File: src/rtl/cycle_counter_ctrl_pkg.sv
// Shared types and constants for the cycle counter controller.
package cycle_counter_ctrl_pkg;

   localparam int unsigned CMD_WIDTH = 2;

   typedef enum logic [CMD_WIDTH-1:0] {
      CmdStart = 2'd0,
      CmdStop  = 2'd1,
      CmdClear = 2'd2,
      CmdSnap  = 2'd3
   } cmd_e;

endpackage

File: src/rtl/cycle_counter_rr_arb.sv
// Round-robin arbiter: one-hot grant from a request mask, search starts at the pointer.
module cycle_counter_rr_arb #(
   parameter int unsigned NumReq = 4,
   localparam int unsigned IdxW  = $clog2(NumReq)
) (
   input  logic              clk_i,
   input  logic              rst_i,
   input  logic [NumReq-1:0] req_i,
   output logic [NumReq-1:0] gnt_o,
   output logic [IdxW-1:0]   gnt_idx_o,
   output logic              gnt_any_o
);

   logic [IdxW-1:0] ptr_q, ptr_d;
   logic [IdxW-1:0] cand;

   // Pick the first requester at or after the pointer, wrapping modulo NumReq.
   always_comb begin
      gnt_o     = '0;
      gnt_idx_o = '0;
      gnt_any_o = 1'b0;
      cand      = '0;
      for (int k = 0; k < NumReq; k++) begin
         cand = IdxW'((int'(ptr_q) + k) % NumReq);
         if (!gnt_any_o && req_i[cand]) begin
            gnt_any_o   = 1'b1;
            gnt_idx_o   = cand;
            gnt_o[cand] = 1'b1;
         end
      end
   end

   // Pointer moves past the winner; held when nothing is granted.
   always_comb begin
      ptr_d = ptr_q;
      if (gnt_any_o) begin
         ptr_d = (gnt_idx_o == IdxW'(NumReq - 1)) ? '0 : gnt_idx_o + 1'b1;
      end
   end

   // Pointer register.
   always_ff @(posedge clk_i) begin
      if (rst_i) begin
         ptr_q <= '0;
      end else begin
         ptr_q <= ptr_d;
      end
   end

endmodule

File: src/rtl/cycle_counter_ctrl.sv
// Cycle counter with START/STOP/CLEAR/SNAP commands from several arbitrated requesters
// and a single-entry snapshot output slot.
module cycle_counter_ctrl
   import cycle_counter_ctrl_pkg::*;
#(
   parameter int unsigned NumReq   = 4,
   parameter int unsigned CntWidth = 64,
   localparam int unsigned IdWidth = $clog2(NumReq)
) (
   input  logic                     clk_i,
   input  logic                     rst_i,
   input  logic [NumReq-1:0]        req_valid_i,
   input  logic [2*NumReq-1:0]      req_cmd_i,
   output logic [NumReq-1:0]        req_ready_o,
   output logic                     snap_valid_o,
   input  logic                     snap_ready_i,
   output logic [CntWidth-1:0]      snap_value_o,
   output logic [IdWidth-1:0]       snap_id_o,
   output logic [CntWidth-1:0]      count_o,
   output logic                     running_o,
   output logic                     overflow_o
);

   localparam logic [0:0] StStopped = 1'b0;
   localparam logic [0:0] StRunning = 1'b1;

   logic [0:0]          state_q, state_d;
   logic [CntWidth-1:0] count_q, count_d;
   logic                ovf_q, ovf_d;
   logic                snap_valid_q, snap_valid_d;
   logic [CntWidth-1:0] snap_value_q, snap_value_d;
   logic [IdWidth-1:0]  snap_id_q, snap_id_d;

   logic [NumReq-1:0]   eligible;
   logic [NumReq-1:0]   gnt;
   logic [IdWidth-1:0]  gnt_idx;
   logic                gnt_any;
   cmd_e                acc_cmd;
   logic                is_start, is_stop, is_clear, is_snap, inc;

   // SNAP requesters are masked while the slot is full and not draining this cycle.
   always_comb begin
      eligible = '0;
      for (int i = 0; i < NumReq; i++) begin
         eligible[i] = req_valid_i[i] && !rst_i &&
                       ((cmd_e'(req_cmd_i[i*CMD_WIDTH +: CMD_WIDTH]) != CmdSnap) ||
                        !snap_valid_q || snap_ready_i);
      end
   end

   cycle_counter_rr_arb #(
      .NumReq (NumReq)
   ) u_arb (
      .clk_i     (clk_i),
      .rst_i     (rst_i),
      .req_i     (eligible),
      .gnt_o     (gnt),
      .gnt_idx_o (gnt_idx),
      .gnt_any_o (gnt_any)
   );

   // Select and decode the accepted command.
   always_comb begin
      acc_cmd = CmdStart;
      for (int i = 0; i < NumReq; i++) begin
         if (gnt[i]) begin
            acc_cmd = cmd_e'(req_cmd_i[i*CMD_WIDTH +: CMD_WIDTH]);
         end
      end
      is_start = gnt_any && (acc_cmd == CmdStart);
      is_stop  = gnt_any && (acc_cmd == CmdStop);
      is_clear = gnt_any && (acc_cmd == CmdClear);
      is_snap  = gnt_any && (acc_cmd == CmdSnap);
   end

   // FSM, counter and sticky wrap flag next state.
   always_comb begin
      state_d = state_q;
      if (is_start) begin
         state_d = StRunning;
      end else if (is_stop) begin
         state_d = StStopped;
      end

      inc     = (state_q == StRunning) && !is_stop && !is_clear;
      count_d = count_q;
      ovf_d   = ovf_q;
      if (is_clear) begin
         count_d = '0;
         ovf_d   = 1'b0;
      end else if (inc) begin
         count_d = count_q + 1'b1;
         if (&count_q) begin
            ovf_d = 1'b1;
         end
      end
   end

   // Snapshot slot: capture on SNAP, drain on handshake, refill in the same cycle if both.
   always_comb begin
      snap_valid_d = snap_valid_q;
      snap_value_d = snap_value_q;
      snap_id_d    = snap_id_q;
      if (is_snap) begin
         snap_valid_d = 1'b1;
         snap_value_d = count_q;
         snap_id_d    = gnt_idx;
      end else if (snap_ready_i) begin
         snap_valid_d = 1'b0;
      end
   end

   // State registers.
   always_ff @(posedge clk_i) begin
      if (rst_i) begin
         state_q      <= StStopped;
         count_q      <= '0;
         ovf_q        <= 1'b0;
         snap_valid_q <= 1'b0;
         snap_value_q <= '0;
         snap_id_q    <= '0;
      end else begin
         state_q      <= state_d;
         count_q      <= count_d;
         ovf_q        <= ovf_d;
         snap_valid_q <= snap_valid_d;
         snap_value_q <= snap_value_d;
         snap_id_q    <= snap_id_d;
      end
   end

   // Outputs come straight from registers, except the arbiter grant.
   always_comb begin
      req_ready_o  = gnt;
      snap_valid_o = snap_valid_q;
      snap_value_o = snap_value_q;
      snap_id_o    = snap_id_q;
      count_o      = count_q;
      running_o    = (state_q == StRunning);
      overflow_o   = ovf_q;
   end

endmodule

File: config.mk
export PLATFORM = sky130hd
export DESIGN_NAME = cycle_counter_ctrl
export DESIGN_NICKNAME = d
export VERILOG_FILES = /design/src/rtl/cycle_counter_ctrl_pkg.sv /design/src/rtl/cycle_counter_rr_arb.sv /design/src/rtl/cycle_counter_ctrl.sv
export SDC_FILE = /design/constraint.sdc
export NUM_CORES = 1
export LEC_CHECK = 0
export BUFFER_PORTS_ARGS = -buffer_cell sky130_fd_sc_hd__clkbuf_2
export CORE_ASPECT_RATIO = 0.6
export CORE_MARGIN = 2
export CORE_UTILIZATION = 39
export CTS_CLUSTER_SIZE = 20
export DETAILED_ROUTE_END_ITERATION = 8
export GPL_ROUTABILITY_DRIVEN = 1
export GPL_TIMING_DRIVEN = 0
export PLACE_DENSITY = 0.72
export SLEW_MARGIN = 20
export SYNTH_ARGS = -nofsm -noshare
export SYNTH_HDL_FRONTEND = slang
export SYNTH_HIERARCHICAL = 1
export SYNTH_SLANG_ARGS = --single-unit
File: constraint.sdc
create_clock -name clk_i -period 4.39 [get_ports clk_i]
set_input_delay 0.439 -clock clk_i [delete_from_list [all_inputs] [get_ports clk_i]]
set_output_delay 0.439 -clock clk_i [all_outputs]
set_load 0.01 [all_outputs]
### Yosys cells after proc, flatten, opt, wreduce, memory -nomap -nowiden

Cells that the tools add are included.

* bits in registers: 135
* bits in latches: 0
* bits in writable memories: 0
* ROM bits: 0
* input port bits: 15
* output and inout port bits: 137
* word-level logic and storage cells: 109
* memories: 0

* add/sub/neg operators: 5
* $mul: 0
* div/mod/pow operators: 0
* magnitude comparators: 8
* equality and inequality tests: 8
* shifts and indexed selects: 0
* muxes and demuxes: 37
* bitwise operators: 3
* reductions and logical operators: 41

Operators by type and width (count)
* $reduce_and 65->1: 1
* $add 64x1->64 const B: 1
* $logic_and 1x1->1: 21
* $mux 2: 9
* $mux 1: 16
* $mux 4: 4
* $lt 2x3->1 const B: 4
* $or 4x4->4: 3
* $bmux 1 s2: 4
* $demux 1 s2: 4
* $ge 2x1->1 const B: 4
* $logic_or 1x1->1: 8
* $ne 2x2->1 const B: 4
* $logic_not 1->1: 7
* $eq 2x2->1 const B: 3
* $add 2x1->2 const B: 2
* $add 2x2->2 const B: 2
* $reduce_bool 2->1: 2
* $eq 2x1->1 const B: 1
* $logic_not 2->1: 1
* $reduce_or 2->1: 1

### Logic depth before layout (Yosys ltp)

* depth after elaboration: 26
* mapped depth: 16
* mapped depth without buffers: 13

### By module

The synthesis kept the hierarchy.

By module, submodules not included
* cycle_counter_ctrl: times used 1, cells an instance 718, area an instance 5819.3 µm², seq. area each 2662.6 µm²
* cycle_counter_rr_arb: times used 1, cells an instance 54, area an instance 511.7 µm², seq. area each 40.0 µm²

### Worst setup path before layout

Ideal clock, no wire load.

* kind: input to register
* from: input port rst_i
* to: register count_q[62], in the netlist count_o[62]
* library setup time: 0.070 ns
* data arrival time: 4.005 ns
* required time: 4.320 ns
* slack: 0.314 ns
* stages on the path: 13
* path through: clkbuf_1 a311oi_1 mux4_2 nor3_2 and2_1 a221o_1 a211oi_1 a221oi_4 xnor2_2 o2111ai_2 buf_2 or3_1 a21oi_1

RTL lines
* from (decl): RTL line cycle_counter_ctrl.sv:11 `input logic rst_i,`
* $logic_not 1->1 (*): RTL line cycle_counter_ctrl.sv:45 `eligible[i] = req_valid_i[i] && !rst_i &&`
* $logic_and 1x1->1 (*) (2 in series): RTL line cycle_counter_ctrl.sv:45
* via eligible[3]: RTL line cycle_counter_ctrl.sv:34 `logic [NumReq-1:0] eligible;`
* $bmux 1 s2: RTL line cycle_counter_rr_arb.sv:25 `if (!gnt_any_o && req_i[cand]) begin`
* $mux 1 (implied by the code): RTL line cycle_counter_rr_arb.sv:25
* $mux 1: RTL line cycle_counter_rr_arb.sv:25
* $logic_not 1->1: RTL line cycle_counter_rr_arb.sv:25
* $logic_and 1x1->1: RTL line cycle_counter_rr_arb.sv:25
* [5 not listed]
* $logic_and 1x1->1: RTL line cycle_counter_rr_arb.sv:25
* $mux 4 (*): RTL line cycle_counter_rr_arb.sv:25
* via req_ready_o[3]: RTL line cycle_counter_ctrl.sv:14 `output logic [NumReq-1:0] req_ready_o,`
* $mux 2 (*): RTL line cycle_counter_ctrl.sv:66 `if (gnt[i]) begin`
* $eq 2x1->1: RTL line cycle_counter_ctrl.sv:71 `is_stop = gnt_any && (acc_cmd == CmdStop);`
* $logic_and 1x1->1: RTL line cycle_counter_ctrl.sv:71
* $logic_not 1->1: RTL line cycle_counter_ctrl.sv:85 `inc = (state_q == StRunning) && !is_stop && !is_clear;`
* $logic_and 1x1->1 (2 in series): RTL line cycle_counter_ctrl.sv:85
* to (signal assigned): RTL line cycle_counter_ctrl.sv:124 `count_q <= count_d;`
* to (decl): RTL line cycle_counter_ctrl.sv:28 `logic [CntWidth-1:0] count_q, count_d;`

The timed path passes the listed nets; every way through them passes the cells marked *. The select of a mux whose other input is x is not followed.
A chain may end at the register's enable or synchronous reset.

### Worst setup path after layout

* from: register snap_valid_q, in the netlist snap_valid_o
* to: register count_q[3], in the netlist count_o[3]

* cells in the longest elaborated chain, start to end: 25

RTL lines
* from (decl): RTL line cycle_counter_ctrl.sv:30 `logic snap_valid_q, snap_valid_d;`
* from (signal assigned): RTL line cycle_counter_ctrl.sv:126 `snap_valid_q <= snap_valid_d;`
* $logic_not 1->1 (*): RTL line cycle_counter_ctrl.sv:47 `!snap_valid_q || snap_ready_i);`
* $logic_or 1x1->1 (*): RTL line cycle_counter_ctrl.sv:46 `((cmd_e'(req_cmd_i[i*CMD_WIDTH +: CMD_WIDTH]) != CmdSnap) ||`
* $logic_or 1x1->1 (*): RTL line cycle_counter_ctrl.sv:47
* $logic_and 1x1->1 (*): RTL line cycle_counter_ctrl.sv:45
* via eligible[2]: RTL line cycle_counter_ctrl.sv:34
* $bmux 1 s2: RTL line cycle_counter_rr_arb.sv:25
* $mux 1 (implied by the code): RTL line cycle_counter_rr_arb.sv:25
* $mux 1: RTL line cycle_counter_rr_arb.sv:25
* [6 not listed]
* $logic_not 1->1: RTL line cycle_counter_rr_arb.sv:25
* $logic_and 1x1->1: RTL line cycle_counter_rr_arb.sv:25
* $mux 4: RTL line cycle_counter_rr_arb.sv:25
* $mux 2 (4 in series): RTL line cycle_counter_ctrl.sv:66
* $eq 2x1->1: RTL line cycle_counter_ctrl.sv:71
* $logic_and 1x1->1: RTL line cycle_counter_ctrl.sv:71
* $logic_not 1->1: RTL line cycle_counter_ctrl.sv:85
* $logic_and 1x1->1 (2 in series): RTL line cycle_counter_ctrl.sv:85

Marked as above.

==> impl_metrics.yaml <==
outcome:
  status: "completed"
sta:
  setup_viol_count_final: 0
  fmax_mhz: 236.0
  max-slew-margin-rel_pct: 54.65
  final-hold-violation-count: 0
  fin_tns_setup_ps: 0
  tightest_slew_ps: 680.2
  rsz0062_at_grt: "yes"
  period_needed_ps: 4236
  finalMaxSlewViolations: 0
  finClkSkew_ps: 8.282
  fin_crit_sh_pct: 96.50
grt:
  antenna_found_initial: 0
  grt_remaining_overflow: 0
  grt_usage_pct: 22.13
  first_global_vias: 5525
  grt_pass1_wl_um: 30100
  grt_start_max_net_pins: 17
worst_setup_path:
  cp.arrival_ps: 4540
  max_stage_delay_ps: 500
  crit_fanout: 10
  worstPathRequired_ps: 4690
  cp_common_cell: "nor2_1"
  cp-start-kind: "flip-flop"
  slowest_stage: "mux4_2"
  critPathKind: "reg -> reg"
  crit_path_end_kind: "flip-flop"
  crit_chain: "nor2b_4 -> a311oi_1 -> buf_6 -> mux4_2 -> nor2b_2 -> a22oi_1 -> nor2_1 -> a221o_2 -> buf_4 -> a221o_1 -> xnor2_2 -> clkbuf_2 -> a21oi_1 -> xnor2_1 -> nor2_1"
power_and_ir_drop:
  power.share.clock_pct: 28.8
  irDropWorstVdd_v: 0.0004809
  combPwrFrac_pct: 44.7
  p_seq_share_pct: 26.5
  netSwitchingPower_mw: 2.131
  totalPowerFinal_mw: 4.935
  swShare_pct: 43.17
  power.internal_mw: 2.804
  power.density_nw_per_um2: 604.6
  leakagePower_nw: 3.003
placement:
  gp_congestion: 0.8741
  port_buffers: 151
  dp_hpwl_um: 13670
  dpl-instance-area_um2: 7348
cts:
  ctsHoldBuffers: 0
  cts-root-buf: "clkbuf_16"
  cts_tree: "yes"
  cts_made_buffers: 17
  cts.sinks: 135
  clock_latency_ps: 420
  h-tree-depth: 4
  clockBufferDepth: 2
  cts.clk_slew.worst_paths_ps: 60
die:
  core_area_um2: 16040
  die_area_um2: 17300
  ios: 152
  die_h_um: 102.7
  rows: 36
  initial_core_util_pct: 39.48
  die_width_um: 168.5
logic_synthesis:
  synth.cell_area_um2: 6331
  ys_seq_area_share_pct: 42.69
  async_reset_ff_share_pct: 0
  yosysMostFrequentCell: "nand2_1"
  synth_cell_type_count: 62
  syn_area_per_cell_um2: 8.201
  synth_area_leaders: "dfxtp_1 43%, nand2_1 10%, a21oi_1 7.9%"
  synthTopCellsByCount: "171 x nand2_1, 135 x dfxtp_1, 100 x a21oi_1"
  syn_inst: 772
  synthFlopType: "dfxtp_1"
  synth_nets: 793
  synth_warnings: 6
  ys_ff_latch: 135
  synth.largest_area_cell: "dfxtp_1"
  synth_edf_count: 0
  synth_top_area_share_pct: 42.69
routing:
  vias_per_cell: 5.477
  drtIter0Drc: 585
  drcViolationCount: 0
  wl_um: 19050
  wl_per_cell_um: 16.28
  ant_nets: 0
  dr_total_vias: 6408
  first_pass_iters: 4
layout:
  num_antenna_cells: 0
  syn_to_final_growth_pct: 28.91
  final_cell_area_um2: 8162
  fin_nets: 970
  fillers: 1562
  drive_gt1_share_pct: 26.12
worst_hold_path:
  min_path_type: "in -> reg"
flow_run:
  cap_violations: 0
## path summary, 6_finish.rpt
path | cells past startpoint | start | slack (ps) | end
max | 15 | snap_valid_o | 150 | count_o[3]
max reg2reg | 15 | snap_valid_o | 150 | count_o[3]
min reg2reg | 2 | snap_value_o[36] | 450 | snap_value_o[36]
min | 2 | rst_i | 290 | u_arb/ptr_q[1]
## placed cells by master, fill, tap and decap left out, types with 7 or more instances in the layout
cell,synthesis,layout
nand4_1,15,15
xnor2_1,26,25
and2_1,7,7
and3_1,11,11
a2111oi_2,7,7
nand3_1,18,18
or3_1,17,17
nand2_1,171,170
inv_1,18,18
or4_1,14,14
clkbuf_1,30,24
a211oi_1,10,8
clkbuf_16,0,17
clkbuf_2,1,156
nor2_1,52,51
dfxtp_1,135,134
buf_4,2,8
buf_2,6,11
o31ai_1,9,9
o21ai_0,19,19
a21oi_1,100,100
## per-layer routing
| metal | GRT usage (%) | wire length (um) | share of wire, % |
|---|---|---|---|
| met1 | 33.26 | 9496 | 50 |
| met2 | 30.83 | 7702 | 40 |
| met3 | 6.372 | 1661 | 8.7 |
| met4 | 5.371 | 193 | 1.0 |
| met5 | 0 | 0 | 0 |
## flip-flops by register name (all words and copies together) (netlist names), named ones only
name          flops
running_o         1
snap_valid_o      1
snap_value_o     64
overflow_o        1
u_arb/ptr_q       1
snap_id_o         2
count_o          64
## power groups by stage
stage | registers [mW] | clock network (mW) | logic [mW]
4_1_cts | 1.30 | 1.44 | 2.04
6_report | 1.31 | 1.42 | 2.20
5_1_grt | 1.31 | 1.51 | 2.36
2_1_floorplan | 1.33 | 0 | 1.24
3_3_place_gp | 1.33 | 0 | 1.79
3_5_place_dp | 1.33 | 0 | 1.78
## per-stage QoR
step | setup slack (ps) | utilization, % | hold slack (ps) | std cells
2_1_floorplan | 314.4 | - | 480.5 | 772
3_3_place_gp | -895.0 | 45.83 | 441.9 | 1132
3_5_place_dp | -914.0 | 45.83 | 447.1 | 1132
4_1_cts | 68.49 | 50.22 | 269.2 | 1167
5_1_grt | -71.83 | 50.90 | 292.9 | 1170
6_report | 153.5 | 50.90 | 293.2 | 1170
## logic make-up after synthesis
family | count (synthesis) | synth area share (%)
buffers and inverters | 66 | 4.407
adders and majority gates | 6 | 1.186
DFF | 135 | 42.69
AOI/OAI and AO/OA | 191 | 20.10
and+or+nand+nor | 333 | 24.86
xor gates and xnor gates | 33 | 4.684
muxes | 8 | 2.075
## layout make-up
cell class / instances / area (um^2) / area share [%]
multi-input cells: 571 / 3481 / 42.65
flip-flops and latches: 135 / 2706 / 33.16
repair buffers: 158 / 824.5 / 10.10
clock buffers: 20 / 466.7 / 5.718
well taps: 209 / 261.5 / 3.204
plain buffers: 48 / 230.2 / 2.821
clock inverters: 11 / 123.9 / 1.518
inverters: 18 / 67.56 / 0.8278
## critical path: cells and delay by family (launching register included)
kind	cells	cell delay [ps]
XOR/XNOR	2	630
multiplexers	1	500
AND/OR/NAND/NOR	4	590
flip-flops	1	340
AO/OA/AOI/OAI	5	1360
buffers and inverters	3	680
## what timing repair did
item	4_1_cts	5_1_grt
resized for setup	21	23
pin swaps	3	3
endpoints found under the setup margin	131	126
setup buffers	4	3
(Power assumes the default switching activity.)
